File: src/rtl/spi_pv_sampler.sv
// Periodic SPI sampler: a tick counter launches one mode-0 read frame per tick,
// round-robin over CHANNELS slaves, and reports each sample with a valid pulse.
module spi_pv_sampler #(
  parameter int WIDTH       = 4,
  parameter int CHANNELS    = 2,
  parameter int CH_BITS     = 1,
  parameter int PERIOD_BITS = 12,
  parameter int DIV_BITS    = 4
) (
  input  logic                   clk,
  input  logic                   reset,
  input  logic                   enable,
  input  logic [PERIOD_BITS-1:0] period,
  input  logic [DIV_BITS-1:0]    div,
  input  logic                   clr_overrun,
  input  logic                   miso,
  output logic                   sck,
  output logic [CHANNELS-1:0]    cs_n,
  output logic [WIDTH-1:0]       data,
  output logic [CH_BITS-1:0]     ch,
  output logic                   valid,
  output logic                   overrun
);

  localparam int HB = $clog2(2 * WIDTH);

  typedef enum logic [2:0] {
    IDLE  = 3'd0,
    SETUP = 3'd1,
    SHIFT = 3'd2,
    HOLD  = 3'd3,
    DONE  = 3'd4
  } state_t;

  state_t                 state_q;
  logic [PERIOD_BITS-1:0] tcnt_q;
  logic [PERIOD_BITS-1:0] tcnt_d;
  logic                   tick_s;
  logic                   half_end_s;
  logic [DIV_BITS-1:0]    div_q;
  logic [DIV_BITS-1:0]    hcnt_q;
  logic [HB-1:0]          half_q;
  logic [CH_BITS-1:0]     cur_ch_q;
  logic [CH_BITS-1:0]     sel_ch_q;
  logic [WIDTH-1:0]       shreg_q;
  logic                   sck_q;
  logic [CHANNELS-1:0]    cs_n_q;
  logic [WIDTH-1:0]       data_q;
  logic [CH_BITS-1:0]     ch_q;
  logic                   valid_q;
  logic                   ovr_q;

  function automatic logic [CHANNELS-1:0] cs_decode(input logic [CH_BITS-1:0] idx);
    cs_decode = '1;
    for (int i = 0; i < CHANNELS; i++) begin
      cs_decode[i] = (idx != CH_BITS'(i));
    end
  endfunction

  // Tick counter next state: reload from the live period on the tick cycle
  always_comb begin
    tick_s = (tcnt_q == '0);
    if (tick_s) begin
      tcnt_d = period;
    end else begin
      tcnt_d = tcnt_q - PERIOD_BITS'(1);
    end
  end

  assign half_end_s = (hcnt_q == div_q);

  // Tick counter register; zero after reset so the first tick is immediate
  always_ff @(posedge clk or negedge reset) begin
    if (!reset) begin
      tcnt_q <= '0;
    end else begin
      tcnt_q <= tcnt_d;
    end
  end

  // Frame sequencer with registered SPI pins and result outputs
  always_ff @(posedge clk or negedge reset) begin
    if (!reset) begin
      state_q  <= IDLE;
      div_q    <= '0;
      hcnt_q   <= '0;
      half_q   <= '0;
      cur_ch_q <= '0;
      sel_ch_q <= '0;
      shreg_q  <= '0;
      sck_q    <= 1'b0;
      cs_n_q   <= '1;
      data_q   <= '0;
      ch_q     <= '0;
      valid_q  <= 1'b0;
    end else begin
      valid_q <= 1'b0;
      case (state_q)
        IDLE: begin
          if (tick_s && enable) begin
            state_q  <= SETUP;
            div_q    <= div;
            sel_ch_q <= cur_ch_q;
            cs_n_q   <= cs_decode(cur_ch_q);
            hcnt_q   <= '0;
          end
        end
        SETUP: begin
          if (half_end_s) begin
            // First rising SCK edge: capture the MSB on this same clk edge
            state_q <= SHIFT;
            hcnt_q  <= '0;
            half_q  <= '0;
            sck_q   <= 1'b1;
            shreg_q <= {shreg_q[WIDTH-2:0], miso};
          end else begin
            hcnt_q <= hcnt_q + DIV_BITS'(1);
          end
        end
        SHIFT: begin
          if (half_end_s) begin
            hcnt_q <= '0;
            if (half_q == HB'(2 * WIDTH - 1)) begin
              state_q <= HOLD;
              sck_q   <= 1'b0;
            end else begin
              half_q <= half_q + HB'(1);
              sck_q  <= ~sck_q;
              if (!sck_q) begin
                shreg_q <= {shreg_q[WIDTH-2:0], miso};
              end
            end
          end else begin
            hcnt_q <= hcnt_q + DIV_BITS'(1);
          end
        end
        HOLD: begin
          if (half_end_s) begin
            state_q <= DONE;
            cs_n_q  <= '1;
            data_q  <= shreg_q;
            ch_q    <= sel_ch_q;
            valid_q <= 1'b1;
          end else begin
            hcnt_q <= hcnt_q + DIV_BITS'(1);
          end
        end
        DONE: begin
          state_q  <= IDLE;
          cur_ch_q <= (cur_ch_q == CH_BITS'(CHANNELS - 1)) ? '0 : cur_ch_q + CH_BITS'(1);
        end
        default: begin
          state_q <= IDLE;
          sck_q   <= 1'b0;
          cs_n_q  <= '1;
        end
      endcase
    end
  end

  // Sticky overrun: a dropped tick takes priority over a clear request
  always_ff @(posedge clk or negedge reset) begin
    if (!reset) begin
      ovr_q <= 1'b0;
    end else if (tick_s && (state_q != IDLE)) begin
      ovr_q <= 1'b1;
    end else if (clr_overrun) begin
      ovr_q <= 1'b0;
    end
  end

  assign sck     = sck_q;
  assign cs_n    = cs_n_q;
  assign data    = data_q;
  assign ch      = ch_q;
  assign valid   = valid_q;
  assign overrun = ovr_q;

endmodule

File: config.mk
export PLATFORM = sky130hd
export DESIGN_NAME = spi_pv_sampler
export DESIGN_NICKNAME = d
export VERILOG_FILES = /design/src/rtl/spi_pv_sampler.sv
export SDC_FILE = /design/constraint.sdc
export NUM_CORES = 1
export LEC_CHECK = 0
export BUFFER_PORTS_ARGS = -buffer_cell sky130_fd_sc_hd__buf_4
export CORE_MARGIN = 2
export CORE_UTILIZATION = 30
export DETAILED_ROUTE_END_ITERATION = 12
export HOLD_SLACK_MARGIN = 0.03
export PLACE_DENSITY_LB_ADDON = 0.2
export SLEW_MARGIN = 20
export SYNTH_ARGS = -nofsm -noshare
export SYNTH_HDL_FRONTEND = slang
export SYNTH_SLANG_ARGS = --single-unit
File: constraint.sdc
create_clock -name clk -period 2.48 [get_ports clk]
set_clock_uncertainty 0.2 [all_clocks]
set_input_delay 0.372 -clock clk [delete_from_list [all_inputs] [get_ports clk]]
set_output_delay 0.372 -clock clk [all_outputs]
set_load 0.05 [all_outputs]
==> results.sh, run 1 <==
export IMPL_grt_setup_unrepaired="no"
export IMPL_syn_avg_cell_area_sq_um=10.8
export IMPL_worstSetupPathType="reg -> reg"
export IMPL_cts_tree="yes"
export IMPL_ys_top_cells_by_area="dfrtp_1 (48%), mux2_2 (5.4%), xor2_1 (3.8%)"
export IMPL_fp_dieH_um=87.5
export IMPL_worst_endpoint_arrival_ns=2.11
export IMPL_period_minus_slack_ns=2.11
export IMPL_syn_cell_area_sq_mm=0.00209
export IMPL_clock_root_buffer="clkbuf_8"
export IMPL_postRouteAntennaNets=0
export IMPL_synth_seq_cells=42
export IMPL_status="finished clean"
export IMPL_routed_wl_mm=4.07
export IMPL_startpoint="tcnt_q[0]$_DFF_PN0_"
export IMPL_die_area_sq_mm=0.00766
export IMPL_post_cts_setup_buffer_count=0
export IMPL_power_density_mw_per_mm2=617
export IMPL_leakage_nw=1.13
export IMPL_required_ns=2.48
export IMPL_dp_hpwl_mm=2.95
export IMPL_yosys_cell_types_count=46
export IMPL_avgViaCountPerCell=4.70
export IMPL_synthCells=194
export IMPL_grt_pass1_vias=1434
export IMPL_ys_flop_type="dfrtp_1"
export IMPL_portBuffers=30
export IMPL_clkLatencyLatePin_ns=0.30
export IMPL_synth_edf_count=0
export IMPL_diodes=0
export IMPL_synth_seq_area_share_pct=50.3
export IMPL_hold_viol=0
export IMPL_nets=257
export IMPL_synth_top_cell_by_area="dfrtp_1"
export IMPL_io_pin_count=31
export IMPL_critPathLaunchType="flop"
export IMPL_synth_most_common_cell="dfrtp_1"
export IMPL_grt_pass1_wl_mm=6.96
export IMPL_fin_crit_sh_pct=85.2
export IMPL_clkSinkCount=42
export IMPL_clock_path_buffers=2
export IMPL_synthDominantCellAreaShare_pct=47.8
export IMPL_placed_cells=303
export IMPL_async_reset_ff_share_pct=100
export IMPL_grt_max_degree=43
export IMPL_start_util_pct=31.0
export IMPL_finalPower_mw=1.57
export IMPL_maxCapViolCount=0
export IMPL_crit_fanout=9
export IMPL_fin_util_pct=37.6
export IMPL_htree_num_levels=2
export IMPL_fmax_mhz=473
export IMPL_setup_tns_ns=0
export IMPL_firstDrtPassIters=4
export IMPL_timing_hold_worst_class="in -> reg"
export IMPL_drc=0
export IMPL_whs_ns=0.0464
export IMPL_finalMaxSlewViolations=0
export IMPL_rows=30
export IMPL_grt_antenna_before_repair=0
export IMPL_num_vias=1465
export IMPL_endpoint_kind="flop"
export IMPL_setup_violations=0
export IMPL_core_area_sq_mm=0.00676
export IMPL_syn_num_nets=220
export IMPL_post_drt_wl_per_cell_um=13.0
export IMPL_grt_overflow=0
export IMPL_track_usage_pct=11.6
export IMPL_area_growth_syn_to_layout_pct=21.3
export IMPL_hp_start="clr_overrun"
export IMPL_die_w_um=87.5
export IMPL_gp_congestion=0.825
export IMPL_drive_gt1_share_pct=29.7
export IMPL_max_slew_worst_pin_slew_ns=0.541
export IMPL_numCtsBuffers=5
export IMPL_r2r_start="tcnt_q[0]$_DFF_PN0_"
export IMPL_slew_headroom_pct=63.6
export IMPL_cts_clk_slew_worst_paths_ns=0.09
export IMPL_cts_resized=0
export IMPL_drt_iter0_drc=55
export IMPL_ir_drop_v=0.000329
export IMPL_instances_no_fill=312
export IMPL_ys_warn_count=0
export IMPL_synth_top_cells_by_count="dfrtp_1 (40), nand2_1 (19), nor2_1 (17)"
-- final timing paths --
path	end	slack, ns	cells past startpoint
worst max-delay path	state_q[0]$_DFFE_PN0P_	0.37	8
worst min-delay path	overrun$_DFFE_PN0P_	0.05	2
worst max register to register	state_q[0]$_DFFE_PN0P_	0.37	8
worst min register to register	half_q[1]$_DFFE_PN0P_	0.30	2
max in group asynchronous	half_q[1]$_DFFE_PN0P_	1.30	2
min in group asynchronous	div_q[0]$_DFFE_PN0P_	0.39	2
-- per-stage QoR --
stage | setup WS (ns) | instance area [sq um]
after floorplan | 0.340 | 2090
after global placement | 0.321 | 2440
after CTS | 0.313 | 2540
after detailed placement | 0.355 | 2440
after global routing | 0.200 | 2540
final | 0.366 | 2540
-- sequential cells by signal (all words and copies together), names as in the netlist --
name      flops
shreg_q       4
sel_ch_q      1
data          4
overrun       1
tcnt_q       12
div_q         4
state_q       3
cur_ch_q      1
valid         1
sck           1
hcnt_q        4
cs_n          2
ch            1
half_q        3
-- cell families (layout without fill, tap and decap cells) --
family          count (synthesis)  count (layout)  share of synthesized area [%]
simple gates                   67              67                           18.1
fa+ha+maj                       5               5                           2.99
buf+inv                        13              51                           2.39
flops                          42              42                           50.3
mux                            16              16                           9.44
compound gates                 38              38                           11.4
xor+xnor                       13              13                           5.44
-- report_power, final --
part,leakage [nW],internal (mW),switching (mW)
logic,0.585,0.130,0.125
registers,0.501,0.757,0.0916
clock network,0.0447,0.203,0.259
total,1.13,1.09,0.476
-- routing by layer --
| layer | global-route usage [%] | up-vias | wire (um) |
|---|---|---|---|
| met5 | 0 | - | 0 |
| met3 | 2.73 | 4 | 139 |
| met4 | 3.78 | 0 | 48 |
| met1 | 17.5 | 675 | 2180 |
| li1 | - | 765 | - |
| met2 | 16.4 | 21 | 1710 |
-- area by class of cell --
cell class / count / area [sq um]
inverter: 6 / 22.5
fill: 675 / 4220
clock buffer: 5 / 68.8
tap: 80 / 100
timing repair buffer: 37 / 280
clock inverter: 3 / 25.0
multi-input combinational: 139 / 990
sequential: 42 / 1050
-- critical path, cell delays in order, from the launching register on --
cell      delay, ns
dfrtp_1        0.42
inv_1          0.09
ha_1           0.15
nor4b_4        0.25
nand2_2        0.15
nor4_4         0.22
buf_4          0.23
nand3b_1       0.08
a221oi_1       0.24
-- repair_timing --
| action | 4_1_cts | 5_1_grt |
|---|---|---|
| hold buffers | 1 | 0 |
| endpoints found under the hold margin | 40 | 0 |
| setup endpoints to repair | 0 | 0 |
-- placed cells by master, fill, tap and decap left out, drive strengths merged, types with 4 or more instances in the layout --
cell type | synthesis | routed
dfrtp | 40 | 40
buf | 1 | 36
nand2 | 20 | 20
nor2 | 18 | 18
mux2 | 15 | 15
o21ai | 11 | 11
a21oi | 10 | 10
xor2 | 9 | 9
inv | 6 | 7
nand3 | 6 | 6
nor3 | 6 | 6
ha | 5 | 5
clkbuf | 6 | 5
xnor2 | 4 | 4
nor4 | 4 | 4
No activity file was read; power rests on OpenSTA's default activity.
==> run 2, diff against run 1 <==
- BUFFER_PORTS_ARGS: -buffer_cell sky130_fd_sc_hd__buf_4 -> -buffer_cell sky130_fd_sc_hd__buf_2
- CTS_CLUSTER_DIAMETER: default -> 100
- SLEW_MARGIN: 20 -> 0
==> run 2 against run 1 <==
Utilization is 0.89 points lower; clock power is 2% lower; die area stayed put; non-clock buffer count is 2 higher; design area is 2.4% lower; final cell count is 0.64% higher; clock-buffer cell count stayed put; wire length is 2.2% higher; maximum frequency hardly changed; sequential power hardly changed; critical endpoint unchanged; largest power group unchanged.
==> results.sh, run 2 (synthesized netlist as in run 1, its figures left out) <==
export IMPL_firstDrtPassIters=4
export IMPL_leakage_nw=1.12
export IMPL_io_pin_count=31
export IMPL_endpoint_kind="flop"
export IMPL_required_ns=2.48
export IMPL_clkSinkCount=42
export IMPL_fin_crit_sh_pct=85.3
export IMPL_setup_slack_ns=0.365
export IMPL_die_area_sq_mm=0.00766
export IMPL_grt_antenna_before_repair=0
export IMPL_clkLatencyLatePin_ns=0.29
export IMPL_diodes=0
export IMPL_start_util_pct=31.0
export IMPL_finalPower_mw=1.55
export IMPL_power_density_mw_per_mm2=626
export IMPL_worstSetupPathType="reg -> reg"
export IMPL_cts_resized=0
export IMPL_slew_headroom_pct=59.3
export IMPL_portBuffers=30
export IMPL_dp_hpwl_mm=3.09
export IMPL_dp_slack_ns=0.367
export IMPL_fillers=711
export IMPL_worst_endpoint_arrival_ns=2.11
export IMPL_crit_fanout=9
export IMPL_area_growth_syn_to_layout_pct=18.5
export IMPL_cts_tree="yes"
export IMPL_wl_met1_mm=2.28
export IMPL_nets=259
export IMPL_post_drt_wl_per_cell_um=13.2
export IMPL_hold_viol=0
export IMPL_r2r_start="tcnt_q[0]$_DFF_PN0_"
export IMPL_rows=30
export IMPL_num_vias=1505
export IMPL_clock_path_buffers=2
export IMPL_largest_reg_flops=12
export IMPL_postRouteAntennaNets=0
export IMPL_rr_endpoint="state_q[0]$_DFFE_PN0P_"
export IMPL_ctsHoldBuffers=1
export IMPL_clock_root_buffer="clkbuf_8"
export IMPL_cts_clk_slew_worst_paths_ns=0.09
export IMPL_drc=0
export IMPL_whs_endpoint="overrun$_DFFE_PN0P_"
export IMPL_grt_setup_unrepaired="no"
export IMPL_numCtsBuffers=5
export IMPL_post_cts_setup_buffer_count=0
export IMPL_die_w_um=87.5
export IMPL_grt_max_degree=21
export IMPL_ir_drop_v=0.000434
export IMPL_hp_start="clr_overrun"
export IMPL_grt_overflow=0
export IMPL_setup_tns_ns=0
export IMPL_maxCapViolCount=0
export IMPL_critPathLaunchType="flop"
export IMPL_maxUsedRoutingLayer="met4"
export IMPL_finalMaxSlewViolations=0
export IMPL_reg2reg_depth=8
export IMPL_core_area_sq_mm=0.00676
export IMPL_routed_wl_met2_mm=1.71
export IMPL_htree_num_levels=2
export IMPL_fmax_mhz=473
export IMPL_max_slew_worst_pin_slew_ns=0.606
export IMPL_avgViaCountPerCell=4.79
export IMPL_period_minus_slack_ns=2.11
export IMPL_setup_violations=0
export IMPL_track_usage_pct=12.1
export IMPL_routed_wl_mm=4.16
export IMPL_timing_hold_worst_class="in -> reg"
export IMPL_status="finished clean"
export IMPL_drt_iter0_drc=65
export IMPL_grt_pass1_vias=1456
export IMPL_wl_met3_um=109
export IMPL_hold_depth=2
export IMPL_layout_common_cells="dfrtp_1 (40), buf_2 (30), nand2_1 (19)"
export IMPL_gp_congestion=0.842
export IMPL_r2r_setup_slack_ns=0.37
export IMPL_drive_gt1_share_pct=30.3
export IMPL_grt_pass1_wl_mm=7.27
export IMPL_fp_dieH_um=87.5
export IMPL_top_register="tcnt_q"
export IMPL_mostFrequentLayoutCell="dfrtp_1"
-- run 2: routing by layer --
metal  up-vias  global-route usage [%]
li1        760                       -
met1       719                    18.9
met2        21                    16.2
met3         5                    3.11
met4         0                    3.64
met5         -                       0
-- run 2: through the flow --
stage                     cell area, sq um  hold WS (ns)  cells  util [%]
after global routing                  2480        0.0515    314      36.7
after floorplan                       2090        -0.124    194         -
final                                 2480        0.0582    314      36.7
after CTS                             2480        0.0409    314      36.7
after detailed placement              2380         0.154    305      35.2
after global placement                2380         0.158    305      35.2
-- run 2: cell type report --
class / instances / area, sq um / area share, %
sequential: 42 / 1050 / 42.5
timing repair buffer: 39 / 220 / 8.88
inverter: 6 / 22.5 / 0.908
clock buffer: 5 / 68.8 / 2.77
multi-input combinational: 139 / 990 / 39.9
clock inverter: 3 / 25.0 / 1.01
tap: 80 / 100 / 4.04
-- run 2: worst max-delay path, cell delays in order, from the launching register on --
cell	delay (ns)
dfrtp_1	0.41
inv_1	0.09
ha_1	0.15
nor4b_4	0.25
nand2_2	0.15
nor4_4	0.22
buf_4	0.23
nand3b_1	0.08
a221oi_1	0.23
-- run 2: power breakdown --
group,internal (mW),switching [mW],total (mW)
clock,0.203,0.253,0.456
sequential,0.757,0.0909,0.848
combinational,0.121,0.126,0.247
-- run 2: worst max path at each step --
stage / start / endpoint / depth (start not counted)
after floorplan: tcnt_q[0]$_DFF_PN0_ / div_q[0]$_DFFE_PN0P_ / 7
after global placement: tcnt_q[0]$_DFF_PN0_ / state_q[0]$_DFFE_PN0P_ / 8
after detailed placement: tcnt_q[0]$_DFF_PN0_ / state_q[0]$_DFFE_PN0P_ / 8
after CTS: tcnt_q[0]$_DFF_PN0_ / state_q[0]$_DFFE_PN0P_ / 8
after global routing: tcnt_q[0]$_DFF_PN0_ / state_q[0]$_DFFE_PN0P_ / 8
final: tcnt_q[0]$_DFF_PN0_ / state_q[0]$_DFFE_PN0P_ / 8
==> run 3, diff against run 2 <==
--- a/config.mk
+++ b/config.mk
@@ -8,3 +8,2 @@
 export BUFFER_PORTS_ARGS = -buffer_cell sky130_fd_sc_hd__buf_2
-export CORE_MARGIN = 2
 export CORE_UTILIZATION = 30
==> constraint.sdc (replaced) <==
create_clock -name clk -period 2.48 [get_ports clk]
set_clock_uncertainty 0.2 [all_clocks]
set_input_delay 0.248 -clock clk [delete_from_list [all_inputs] [get_ports clk]]
set_output_delay 0.248 -clock clk [all_outputs]
set_load 0.05 [all_outputs]
==> run 3 against run 2 <==
Global-route usage rose by 1.2 points; design area grew 5.7%; die area fell by 4.5%; clock power down 6.4%.
==> results.sh, run 3 (synthesized netlist as in run 1, its figures left out) <==
export IMPL_status="finished clean"
export IMPL_worstSetupPathType="reg -> reg"
export IMPL_placed_cells=304
export IMPL_max_slew_worst_pin_slew_ns=0.628
export IMPL_setup_tns_ns=0
export IMPL_die_area_sq_mm=0.00732
export IMPL_io_pin_count=31
export IMPL_cts_clk_slew_worst_paths_ns=0.08
export IMPL_power_density_mw_per_mm2=587
export IMPL_finalPower_mw=1.54
export IMPL_p_comb_share_pct=17.1
export IMPL_clkSinkCount=42
export IMPL_switching_share_pct=29.2
export IMPL_postRouteAntennaNets=0
export IMPL_routed_wl_mm=4.27
export IMPL_diodes=0
export IMPL_start_util_pct=31.0
export IMPL_layout_common_cells="dfrtp_1 (40), buf_2 (30), nand2_1 (19)"
export IMPL_whs_endpoint="tcnt_q[10]$_DFF_PN0_"
export IMPL_required_ns=2.47
export IMPL_clock_root_buffer="clkbuf_8"
export IMPL_grt_overflow=0
export IMPL_hold_depth=3
export IMPL_r2r_start="tcnt_q[0]$_DFF_PN0_"
export IMPL_setup_violations=0
export IMPL_setup_slack_ns=0.362
export IMPL_fp_dieH_um=85.5
export IMPL_ir_drop_v=0.000358
export IMPL_numCtsBuffers=5
export IMPL_post_drt_wl_per_cell_um=13.0
export IMPL_rr_endpoint="state_q[0]$_DFFE_PN0P_"
export IMPL_seqPwrFrac_pct=55.2
export IMPL_instances_no_fill=329
export IMPL_clock_path_buffers=2
export IMPL_crit_fanout=9
export IMPL_fmax_mhz=472
export IMPL_worst_endpoint_arrival_ns=2.11
export IMPL_gp_congestion=0.774
export IMPL_finalMaxSlewViolations=0
export IMPL_htree_num_levels=2
export IMPL_largest_reg_flops=12
export IMPL_clkLatencyLatePin_ns=0.29
export IMPL_period_minus_slack_ns=2.12
export IMPL_drive_gt1_share_pct=27.7
export IMPL_maxCapViolCount=0
export IMPL_core_area_sq_mm=0.00676
export IMPL_mostFrequentLayoutCell="dfrtp_1"
export IMPL_fin_crit_sh_pct=85.4
export IMPL_hold_viol=0
export IMPL_p_int_mw=1.09
export IMPL_track_usage_pct=13.3
export IMPL_cts_tree="yes"
export IMPL_hp_start="period[10]"
export IMPL_die_w_um=85.5
export IMPL_top_register="tcnt_q"
export IMPL_drc=0
export IMPL_dp_slack_ns=0.379
export IMPL_nets=274
export IMPL_endpoint_kind="flop"
export IMPL_grt_max_degree=27
export IMPL_fillers=678
export IMPL_drt_iter0_drc=81
export IMPL_grt_pass1_vias=1532
export IMPL_r2r_setup_slack_ns=0.36
export IMPL_area_growth_syn_to_layout_pct=25.2
export IMPL_num_vias=1583
export IMPL_grt_pass1_wl_mm=7.53
export IMPL_critPathLaunchType="flop"
export IMPL_dp_hpwl_mm=3.05
export IMPL_firstDrtPassIters=6
export IMPL_switchingPower_mw=0.450
export IMPL_clock_power_share_pct=27.7
export IMPL_avgViaCountPerCell=4.81
export IMPL_timing_hold_worst_class="in -> reg"
export IMPL_grt_setup_unrepaired="no"
export IMPL_reg2reg_depth=8
export IMPL_slew_headroom_pct=57.8
export IMPL_grt_antenna_before_repair=0
export IMPL_portBuffers=30
export IMPL_leakage_nw=1.18
export IMPL_rows=30
==> run 3: metrics by stage <==
| step | utilization, % | cell area, sq um | hold slack [ns] |
|---|---|---|---|
| finish | 38.8 | 2620 | 0.0864 |
| global route | 38.8 | 2620 | 0.0920 |
| CTS | 38.8 | 2620 | 0.0729 |
| detailed placement | 35.1 | 2370 | 0.00202 |
| global placement | 35.1 | 2370 | 0.00136 |
| floorplan | - | 2090 | -0.248 |
==> run 3: worst max-delay path by stage <==
stage / start / end / slack [ns] / depth (start not counted)
detailed placement: tcnt_q[0]$_DFF_PN0_ / state_q[0]$_DFFE_PN0P_ / 0.38 / 8
finish: tcnt_q[0]$_DFF_PN0_ / state_q[0]$_DFFE_PN0P_ / 0.36 / 8
floorplan: tcnt_q[0]$_DFF_PN0_ / div_q[0]$_DFFE_PN0P_ / 0.34 / 7
CTS: tcnt_q[0]$_DFF_PN0_ / state_q[0]$_DFFE_PN0P_ / 0.35 / 8
global route: tcnt_q[0]$_DFF_PN0_ / cs_n[1]$_DFFE_PN1P_ / 0.18 / 8
global placement: tcnt_q[0]$_DFF_PN0_ / state_q[0]$_DFFE_PN0P_ / 0.35 / 8
==> run 3: final cells by class <==
class / instances / area (sq um) / area share (%)
Sequential cell: 42 / 1050 / 40.2
Multi-Input combinational cell: 139 / 990 / 37.8
Timing Repair Buffer: 54 / 373 / 14.2
Tap cell: 80 / 100 / 3.82
Clock buffer: 6 / 72.6 / 2.77
Inverter: 6 / 22.5 / 0.859
Clock inverter: 2 / 10.0 / 0.382
==> run 3: repair_timing <==
action,CTS,global route
endpoints found under the hold margin,32,0
gates resized for setup,0,0
setup buffers,0,0
hold buffers,17,0
==> run 3: power groups by stage <==
stage	Combinational [mW]	Sequential, mW	Clock [mW]
3_5_place_dp	0.246	0.863	0
6_report	0.263	0.849	0.427
5_1_grt	0.299	0.861	0.479
3_3_place_gp	0.246	0.862	0
2_1_floorplan	0.185	0.843	0
4_1_cts	0.269	0.850	0.447
==> run 3: critical path, stage by stage, from the launching register on <==
cell,delay (ns)
dfrtp_1,0.41
inv_1,0.09
ha_1,0.15
nor4b_4,0.25
nand2_2,0.15
nor4_4,0.23
buf_4,0.23
nand3b_1,0.08
a221oi_1,0.23
==> run 3: per-layer routing <==
layer	up-vias	global-route usage, %	share of wire, %
met4	0	4.09	1.5
li1	797	-	-
met3	6	3.56	3.4
met2	31	19.4	43
met1	749	19.3	52
met5	-	0	0
